### config.mk
export PLATFORM = sky130hd
export DESIGN_NAME = uart_rx_flat
export DESIGN_NICKNAME = d
export VERILOG_FILES = /design/src/rtl/uart_pkg.sv /design/src/rtl/uart_rx_if.sv /design/src/rtl/uart_sync_2ff.sv /design/src/rtl/uart_rx.sv /design/src/flat_wrapper.sv
export SDC_FILE = /design/constraint.sdc
export NUM_CORES = 1
export LEC_CHECK = 0
export ABC_AREA = 0
export BUFFER_PORTS_ARGS = -buffer_cell sky130_fd_sc_hd__clkbuf_2
export CORE_MARGIN = 2
export CORE_UTILIZATION = 61
export CTS_CLUSTER_SIZE = 20
export DETAILED_ROUTE_END_ITERATION = 7
export GPL_TIMING_DRIVEN = 0
export PLACE_DENSITY = 0.88
export REMOVE_ABC_BUFFERS = 1
export SLEW_MARGIN = 25
export SYNTH_ARGS = -nofsm -noshare
export SYNTH_HDL_FRONTEND = slang
export SYNTH_SLANG_ARGS = --single-unit
export TNS_END_PERCENT = 30
### constraint.sdc
create_clock -name clk -period 4.9 [get_ports clk]
set_input_delay 0.245 -clock clk [delete_from_list [all_inputs] [get_ports clk]]
set_output_delay 0.245 -clock clk [all_outputs]
set_load 0.05 [all_outputs]
### src/rtl/uart_pkg.sv
// Shared UART definitions: FSM encoding, bit-timing derivation and clog2.
package uart_pkg;

  localparam logic [1:0] ST_IDLE  = 2'd0;
  localparam logic [1:0] ST_START = 2'd1;
  localparam logic [1:0] ST_DATA  = 2'd2;
  localparam logic [1:0] ST_STOP  = 2'd3;

  function automatic int unsigned clog2(input int unsigned value);
    int unsigned r;
    int unsigned v;
    r = 0;
    v = (value > 0) ? value - 1 : 0;
    while (v > 0) begin
      r = r + 1;
      v = v >> 1;
    end
    return r;
  endfunction

  function automatic int unsigned bps_cnt(input int unsigned clk_freq, input int unsigned bps);
    return clk_freq / bps;
  endfunction

  function automatic int unsigned half_cnt(input int unsigned clk_freq, input int unsigned bps);
    return bps_cnt(clk_freq, bps) / 2;
  endfunction

endpackage

### src/rtl/uart_rx_if.sv
// Receiver output handshake: byte + valid/require, plus error pulses.
interface uart_rx_if;
  logic [7:0] data;
  logic       valid;
  logic       require;
  logic       frame_err;
  logic       overrun;

  modport master (
    output data,
    output valid,
    output frame_err,
    output overrun,
    input  require
  );

  modport slave (
    input  data,
    input  valid,
    input  frame_err,
    input  overrun,
    output require
  );
endinterface

### src/rtl/uart_sync_2ff.sv
// Two-flop synchronizer for the asynchronous serial line; resets to idle (1).
module uart_sync_2ff (
  input  logic clk,
  input  logic rst,
  input  logic i_d,
  output logic o_q
);

  logic r_meta;
  logic r_sync;

  always_ff @(posedge clk) begin
    if (rst) begin
      r_meta <= 1'b1;
      r_sync <= 1'b1;
    end else begin
      r_meta <= i_d;
      r_sync <= r_meta;
    end
  end

  assign o_q = r_sync;

endmodule

### src/rtl/uart_rx.sv
// 8N1 UART receiver with a single-byte holding register and error pulses.
module uart_rx
  import uart_pkg::*;
#(
  parameter int unsigned CLK_FREQ = 50_000_000,
  parameter int unsigned UART_BPS = 115200
) (
  input  logic       clk,
  input  logic       rst,
  input  logic       uart_rxd,
  uart_rx_if.master  rx_if
);

  localparam int unsigned BPS_CNT  = bps_cnt(CLK_FREQ, UART_BPS);
  localparam int unsigned HALF_CNT = half_cnt(CLK_FREQ, UART_BPS);
  localparam int unsigned CNT_W    = clog2(BPS_CNT + 1);
  localparam logic [CNT_W-1:0] BPS_END  = CNT_W'(BPS_CNT);
  localparam logic [CNT_W-1:0] HALF_END = CNT_W'(HALF_CNT);

  logic             w_rxd_s;
  logic             r_rxd_prev;
  logic [1:0]       r_state, w_state_d;
  logic [CNT_W-1:0] r_cnt, w_cnt_d;
  logic [2:0]       r_bit, w_bit_d;
  logic [7:0]       r_shift, w_shift_d;
  logic [7:0]       r_data;
  logic             r_valid;
  logic             r_frame_err;
  logic             r_overrun;
  logic             w_stop_hit;
  logic             w_deliver;
  logic             w_accept;
  logic             w_load;

  uart_sync_2ff u_sync (
    .clk (clk),
    .rst (rst),
    .i_d (uart_rxd),
    .o_q (w_rxd_s)
  );

  always_comb begin
    w_state_d = r_state;
    w_cnt_d   = r_cnt;
    w_bit_d   = r_bit;
    w_shift_d = r_shift;
    case (r_state)
      ST_IDLE: begin
        w_cnt_d = '0;
        w_bit_d = '0;
        if (r_rxd_prev && !w_rxd_s) w_state_d = ST_START;
      end
      ST_START: begin
        if (r_cnt == HALF_END) begin
          w_cnt_d   = '0;
          // A line already high again at mid-start was a glitch.
          w_state_d = w_rxd_s ? ST_IDLE : ST_DATA;
        end else begin
          w_cnt_d = r_cnt + 1'b1;
        end
      end
      ST_DATA: begin
        if (r_cnt == BPS_END) begin
          w_cnt_d   = '0;
          w_shift_d = {w_rxd_s, r_shift[7:1]};
          if (r_bit == 3'd7) w_state_d = ST_STOP;
          else               w_bit_d   = r_bit + 1'b1;
        end else begin
          w_cnt_d = r_cnt + 1'b1;
        end
      end
      ST_STOP: begin
        if (r_cnt == BPS_END) begin
          w_cnt_d   = '0;
          w_state_d = ST_IDLE;
        end else begin
          w_cnt_d = r_cnt + 1'b1;
        end
      end
      default: w_state_d = ST_IDLE;
    endcase
  end

  assign w_stop_hit = (r_state == ST_STOP) && (r_cnt == BPS_END);
  assign w_deliver  = w_stop_hit && w_rxd_s;
  assign w_accept   = r_valid && rx_if.require;
  // A delivery lands if the holder is empty or is being drained this cycle.
  assign w_load     = w_deliver && (!r_valid || w_accept);

  always_ff @(posedge clk) begin
    if (rst) begin
      r_state     <= ST_IDLE;
      r_cnt       <= '0;
      r_bit       <= '0;
      r_shift     <= '0;
      r_rxd_prev  <= 1'b1;
      r_data      <= 8'h00;
      r_valid     <= 1'b0;
      r_frame_err <= 1'b0;
      r_overrun   <= 1'b0;
    end else begin
      r_state     <= w_state_d;
      r_cnt       <= w_cnt_d;
      r_bit       <= w_bit_d;
      r_shift     <= w_shift_d;
      r_rxd_prev  <= w_rxd_s;
      r_frame_err <= w_stop_hit && !w_rxd_s;
      r_overrun   <= w_deliver && r_valid && !rx_if.require;
      if (w_load) begin
        r_data  <= r_shift;
        r_valid <= 1'b1;
      end else if (w_accept) begin
        r_valid <= 1'b0;
      end
    end
  end

  assign rx_if.data      = r_data;
  assign rx_if.valid     = r_valid;
  assign rx_if.frame_err = r_frame_err;
  assign rx_if.overrun   = r_overrun;

endmodule
### src/flat_wrapper.sv
// flat-port wrapper written by rule: the top's interface ports become plain ports
module uart_rx_flat import uart_pkg::*;
#(
  parameter int unsigned CLK_FREQ = 50_000_000,
  parameter int unsigned UART_BPS = 115200
)
  (clk, rst, uart_rxd, rx_if_data, rx_if_valid, rx_if_frame_err, rx_if_overrun, rx_if_require);
  uart_rx_if rx_if_i ();
  input  logic clk;
  input  logic rst;
  input  logic uart_rxd;
  output wire logic [$bits(rx_if_i.data)-1:0] rx_if_data;
  output wire logic [$bits(rx_if_i.valid)-1:0] rx_if_valid;
  output wire logic [$bits(rx_if_i.frame_err)-1:0] rx_if_frame_err;
  output wire logic [$bits(rx_if_i.overrun)-1:0] rx_if_overrun;
  input wire logic [$bits(rx_if_i.require)-1:0] rx_if_require;
  assign rx_if_data = rx_if_i.data;
  assign rx_if_valid = rx_if_i.valid;
  assign rx_if_frame_err = rx_if_i.frame_err;
  assign rx_if_overrun = rx_if_i.overrun;
  assign rx_if_i.require = rx_if_require;
  uart_rx #(.CLK_FREQ(CLK_FREQ), .UART_BPS(UART_BPS)) u_core (.clk(clk), .rst(rst), .uart_rxd(uart_rxd), .rx_if(rx_if_i));
endmodule
==> results of run 1 <==
[report_power, final]
group | internal (mW) | total (mW) | switching (mW)
sequential | 0.294 | 0.296 | 0.00192
combinational | 0.00254 | 0.00807 | 0.00553
clock | 0.135 | 0.233 | 0.0976
[cell usage in the layout (no fill, tap or decap), types with 2 or more instances in the layout]
| cell | count |
|---|---|
| sky130_fd_sc_hd__dfxtp_1 | 36 |
| sky130_fd_sc_hd__a21oi_1 | 18 |
| sky130_fd_sc_hd__o21ai_0 | 17 |
| sky130_fd_sc_hd__nor2_1 | 15 |
| sky130_fd_sc_hd__clkbuf_2 | 14 |
| sky130_fd_sc_hd__nand3_1 | 13 |
| sky130_fd_sc_hd__nand2_1 | 11 |
| sky130_fd_sc_hd__inv_1 | 6 |
| sky130_fd_sc_hd__xnor2_1 | 5 |
| sky130_fd_sc_hd__ha_1 | 5 |
| sky130_fd_sc_hd__clkbuf_4 | 5 |
| sky130_fd_sc_hd__nor3_1 | 4 |
| sky130_fd_sc_hd__or2_2 | 3 |
| sky130_fd_sc_hd__nand4_1 | 2 |
| sky130_fd_sc_hd__o211a_1 | 2 |
| sky130_fd_sc_hd__xor2_1 | 2 |
| sky130_fd_sc_hd__o41ai_1 | 2 |
| sky130_fd_sc_hd__a32o_1 | 2 |
| sky130_fd_sc_hd__clkbuf_8 | 2 |
[per-layer routing]
| layer | vias to the layer above | track usage [%] | share of wire [%] |
|---|---|---|---|
| met5 | - | 0 | 0 |
| met4 | 0 | 10.3 | 1.7 |
| met3 | 6 | 6.21 | 4.6 |
| met2 | 30 | 41.2 | 52 |
| met1 | 581 | 26.2 | 42 |
| li1 | 613 | - | - |
[per-stage QoR]
step           setup slack [ns]  total power [mW]  cells
2_1_floorplan              2.98             0.305    157
3_3_place_gp               2.53             0.310    199
3_5_place_dp               3.08             0.310    200
4_1_cts                    3.07             0.537    208
5_1_grt                    2.91             0.549    208
6_report                   3.06             0.537    208
[final cells by class]
cell class | instances | area, µm² | area share (%)
flip-flops and latches | 36 | 721 | 43.2
clock buffers | 7 | 65.1 | 3.90
inverters | 6 | 22.5 | 1.35
repair buffers | 15 | 77.6 | 4.65
clock inverters | 1 | 30.0 | 1.80
multi-input cells | 115 | 716 | 42.9
well taps | 28 | 35.0 | 2.10
[how the worst min path moves through the flow]
stage,endpoint,slack (ns),depth (start not counted)
after floorplan,u_core.r_shift[0]$_SDFFE_PP0P_,0.31,1
after CTS,u_core.u_sync.r_meta$_SDFF_PP1_,0.08,2
final,u_core.u_sync.r_meta$_SDFF_PP1_,0.08,2
after global placement,u_core.u_sync.o_q$_SDFF_PP1_,0.39,1
after detailed placement,u_core.u_sync.o_q$_SDFF_PP1_,0.40,1
after global routing,u_core.u_sync.r_meta$_SDFF_PP1_,0.1,2
[sequential cells by signal, indices dropped and copies added, names as in the netlist, named ones only]
signal	count
u_core.r_shift	8
u_core.r_state	1
u_core.r_rxd_prev	1
u_core.u_sync.o_q	1
u_core.r_bit	3
u_core.u_sync.r_meta	1
u_core.rx_if.frame_err	1
u_core.r_cnt	9
u_core.rx_if.overrun	1
u_core.rx_if.data	8
u_core.rx_if.valid	1
[logic make-up (layout without fill, tap and decap cells)]
family          after synthesis  in the layout
simple gates                 58             58
compound gates               45             45
xor+xnor                      7              7
flops                        36             36
buf+inv                      14             29
fa+ha+maj                     5              5
==> flow_summary.yaml, run 1 <==
routing:
  detail_route.wl_per_cell_um: 13.8
  totalWireLength_um: 2870
  detail_route.iter0.violations: 33
  vias: 1230
  vias_per_cell: 5.91
  drc: 0
  ant_nets: 0
  drt-pass1-iter-count: 4
sta:
  rsz_0062_raised_after_global_routing: "no"
  final_number_of_max_transition_violations: 0
  setup_tns_ns: 0
  worst_pin_slew_ns: 0.613
  final.period_utilization_pct: 37.6
  timing.fmax_ghz: 0.543
  final_hold_viol_count: 0
  finalClockSkew_ns: 0.00960
  min_period_ns: 1.84
  maxSlewHeadroom_pct: 59.0
  report.final.setup_viol: 0
  final.hold.worst_slack_ns: 0.0789
clock_network:
  htree_num_levels: 2
  cts_root_buf: "sky130_fd_sc_hd__clkbuf_4"
  clock_tree_from_tritoncts: "done"
  clock_tree.buffer_depth: 2
  clk-insertion-delay-late_ns: 0.35
  cts_sinks: 36
  numCtsBuffers: 5
  clk_pin_slew_worst_paths_ns: 0.11
  post-cts-setup-buffer-count: 0
  cts_hold_buffers: 0
  cts.repair.resized: 0
min_path:
  min_from: "uart_rxd"
  min-delay-path-class: "in2reg"
die:
  die-area_um2: 2850
  die_width_um: 53.3
  die_h_um: 53.3
  rows: 17
  initial_utilization_pct: 65.9
  number_of_top_level_design_ports: 15
  placeableCoreArea_um2: 2250
power:
  power.static_leakage_nw: 0.608
  power_density_nw_per_um2: 322
  max-vdd-ir-drop_mv: 0.306
setup_path:
  worstSetupPathType: "reg2reg"
  rr_worst_depth: 6
  crit_path_start_kind: "flop"
  cp_cell_sequence: "inv_1 > ha_1 > and4bb_2 > nand3_1 > o21ai_0 > a21oi_1"
  worst-path-stages: 6
  critical_path_arrival_ns: 2.06
  critical-path-slowest-cell: "sky130_fd_sc_hd__nand3_1"
  worst_setup_ep_type: "flop"
  critPathBufInv: 1
  r2r-end: "u_core.r_shift[3]$_SDFFE_PP0P_"
  critical_path.endpoint: "u_core.r_shift[3]$_SDFFE_PP0P_"
  crit_required_ns: 5.12
  worst-path-max-fanout: 18
  r2r-start: "u_core.r_cnt[0]$_SDFF_PP0_"
  crit_family: "simple AND/OR/NAND/NOR gates"
  critPathMaxStageDelay_ns: 0.42
  timing.reg2reg.setup_slack_ns: 3.06
  startpoint_of_the_worst_setup_timing_path: "u_core.r_cnt[0]$_SDFF_PP0_"
logic_synthesis:
  synthMostInstantiatedCell: "sky130_fd_sc_hd__dfxtp_1"
  synth_area_per_cell_um2: 9.00
  area_share_of_the_leading_cell_type_in_the_synthesized_netlist_pct: 48.5
  synth_top_cell_by_area: "sky130_fd_sc_hd__dfxtp_1"
  ys_warn_count: 0
  async_reset_ff_share_pct: 0
  xor_xnor_cell_area_share_of_the_yosys_netlist_pct: 4.13
  synth_enable_flop_cells: 0
  synthesized_area_fraction_occupied_by_ao_oa_aoi_and_oai_cells_pct: 19.0
  syn-instance-count: 165
  seq_area_frac_synth_pct: 48.5
  ys_dominant_reg_cell: "sky130_fd_sc_hd__dfxtp_1"
  synth_area_leaders: "sky130_fd_sc_hd__dfxtp_1 (49%), sky130_fd_sc_hd__a21oi_1 (6.1%), sky130_fd_sc_hd__o21ai_0 (5.7%)"
  synth_simple_gate_area_share_pct: 20.4
  synth_top_family_by_area: "simple AND/OR/NAND/NOR gates"
  synth_top_cells_by_count: "sky130_fd_sc_hd__dfxtp_1 (36), sky130_fd_sc_hd__a21oi_1 (18), sky130_fd_sc_hd__o21ai_0 (17), sky130_fd_sc_hd__nor2_1 (15), sky130_fd_sc_hd__nand3_1 (13)"
  post_synth_mux_area_share_pct: 0
  netlist-cell-type-count: 33
  ys_seq_elements: 36
  synth_fa_ha_area_share_pct: 4.21
  post_synth_instance_area_um2: 1490
placement:
  port-buffer-count: 14
  placement.cell_area_um2: 1570
  detailedPlacementHpwl_um: 2020
  gp_congestion: 0.813
layout:
  num-fill-cells: 163
  final_instance_area_um2: 1670
  area_growth_syn_to_layout_pct: 12.2
  fraction_of_final_layout_cells_with_drive_strength_greater_than_1_pct: 16.7
  final_net_count: 188
  diodes: 0
  final_core_util_pct: 73.9
global_routing:
  grt_usage_pct: 23.5
  grt_overflow_total: 0
  grt_antenna_before_repair: 0
  grt_pass1_vias: 1140
  first_pass_grt_wire_length_um: 4820
  grt_start_max_net_pins: 26
job:
  max_cap_viol_count: 0
run_status:
  result_of_the_run: "complete, no violations"
Note: power is estimated with default switching activity, not from simulation.
==> inputs of run 2 (changes only) <==
Settings changed: CORE_UTILIZATION 61 to 56, PLACE_DENSITY 0.88 to 0.82.
Clock period 4.9 ns to 1.9 ns, I/O delays scaled along.
==> run 2 against run 1 <==
Critical path depth shrank 1. Sequential power rose to 2.6 times the previous value. Clock power rose by 120%. First-iteration DRC count decreased by 6.1%. Cell count grew 1.4%. Die area is 8.3% higher. Critical path type unchanged. Largest cell class unchanged.
==> flow_summary.yaml, run 2 (synthesis results as in run 1) <==
setup_path:
  crit_required_ns: 2.16
  worst_setup_ep_type: "flop"
  critical_path_arrival_ns: 2.06
  crit_path_start_kind: "flop"
  timing.reg2reg.setup_slack_ns: 0.10
  worst-path-max-fanout: 8
  worstSetupPathType: "reg2reg"
power:
  max-vdd-ir-drop_mv: 0.688
  power.static_leakage_nw: 0.603
  report.power.total_mw: 1.31
  power_density_nw_per_um2: 784
placement:
  port-buffer-count: 14
  gp_congestion: 0.741
  placedCellCount: 202
  preCtsSetupSlack_ns: 0.0903
  detailedPlacementHpwl_um: 1900
global_routing:
  grt_antenna_before_repair: 0
  grt_start_max_net_pins: 26
  grt_pass1_vias: 1114
  grt_overflow_total: 0
  first_pass_grt_wire_length_um: 4750
  grt_usage_pct: 19.1
sta:
  maxSlewHeadroom_pct: 56.2
  final.period_utilization_pct: 94.5
  min_period_ns: 1.80
  fin_ws_ns: 0.104
  report.final.setup_viol: 0
  setup_tns_ns: 0
  final_hold_viol_count: 0
  timing.fmax_ghz: 0.557
  worst_pin_slew_ns: 0.654
  finalClockSkew_ns: 0.00483
  rsz_0062_raised_after_global_routing: "yes"
  final_number_of_max_transition_violations: 0
die:
  rows: 18
  die_width_um: 55.5
  initial_utilization_pct: 59.4
  number_of_top_level_design_ports: 15
  placeableCoreArea_um2: 2500
  die_h_um: 55.5
  die-area_um2: 3080
clock_network:
  cts_sinks: 36
  clk-insertion-delay-late_ns: 0.33
  clk_pin_slew_worst_paths_ns: 0.11
  numCtsBuffers: 5
  clock_tree_from_tritoncts: "done"
  post-cts-setup-buffer-count: 0
  cts_root_buf: "sky130_fd_sc_hd__clkbuf_4"
  htree_num_levels: 2
  clock_tree.buffer_depth: 2
routing:
  drt-pass1-iter-count: 4
  ant_nets: 0
  drc: 0
  route.layer.met1.wl_um: 1310
  vias_per_cell: 5.87
  detail_route.iter0.violations: 31
  top_layer: "met4"
  dr_wl_met3_um: 114
  detail_route.wl_per_cell_um: 13.4
  routed-wl-met2_um: 1370
  vias: 1238
  totalWireLength_um: 2820
min_path:
  min-delay-path-class: "in2reg"
layout:
  post_layout_nonfiller_instances: 211
  final_core_util_pct: 66.6
  diodes: 0
  fraction_of_final_layout_cells_with_drive_strength_greater_than_1_pct: 16.6
  final_net_count: 189
  num-fill-cells: 208
  largest_reg_flops: 9
  final_common_cell: "sky130_fd_sc_hd__dfxtp_1"
  most-common-layout-cells: "sky130_fd_sc_hd__dfxtp_1 (36), sky130_fd_sc_hd__a21oi_1 (18), sky130_fd_sc_hd__o21ai_0 (17)"
  most_flop_heavy_register: "u_core.r_cnt"
  area_growth_syn_to_layout_pct: 12.1
job:
  max_cap_viol_count: 0
run_status:
  result_of_the_run: "complete, no violations"
==> run 2: path summary, 6_finish.rpt <==
kind | startpoint | endpoint | cells after the start
worst max-delay path | flop | u_core.r_shift[2]$_SDFFE_PP0P_ | 5
worst min-delay path | rx_if_require | u_core.rx_if.overrun$_SDFF_PP0_ | 3
worst max register to register | flop | u_core.r_shift[2]$_SDFFE_PP0P_ | 5
worst min register to register | u_core.u_sync.r_meta$_SDFF_PP1_ | u_core.u_sync.o_q$_SDFF_PP1_ | 1
==> run 2: repair_timing <==
item	CTS	global route
hold buffers	1	0
setup endpoints to repair	0	21
hold endpoints to repair	1	0
resized for setup	0	1
==> run 2: layer usage <==
layer / vias to the layer above / GRT usage (%)
li1: 616 / -
met1: 587 / 23.8
met2: 31 / 31.1
met3: 4 / 6.32
met4: 0 / 6.27
met5: - / 0
==> run 2: through the flow <==
step | cell area [µm²] | hold slack (ns)
5_1_grt | 1670 | 0.0949
2_1_floorplan | 1450 | 0.164
3_5_place_dp | 1570 | 0.282
4_1_cts | 1660 | 0.0719
6_report | 1670 | 0.0821
3_3_place_gp | 1560 | 0.284
==> run 2: worst max-delay path, cell delays in order (launching register included) <==
cell and delay, ns:
sky130_fd_sc_hd__dfxtp_1 0.53, sky130_fd_sc_hd__inv_1 0.17, sky130_fd_sc_hd__nor4_2 0.59, sky130_fd_sc_hd__buf_4 0.25
sky130_fd_sc_hd__nand2_1 0.06, sky130_fd_sc_hd__a21oi_1 0.12
==> run 2: power breakdown <==
group	switching (mW)	total [mW]	leakage [nW]	internal (mW)
clock	0.245	0.521	0.0422	0.276
sequential	0.00466	0.762	0.290	0.757
combinational	0.0143	0.0222	0.270	0.00789
total	0.264	1.31	0.603	1.04
==> run 2: final cells by class <==
| type | instances | area (µm²) | share of cell area, % |
|---|---|---|---|
| clock buffer | 6 | 41.3 | 2.48 |
| clock inverter | 2 | 35.0 | 2.10 |
| inverter | 6 | 22.5 | 1.35 |
| multi-input combinational | 115 | 721 | 43.3 |
| sequential | 36 | 721 | 43.3 |
| tap | 30 | 37.5 | 2.25 |
| timing repair buffer | 16 | 87.6 | 5.26 |
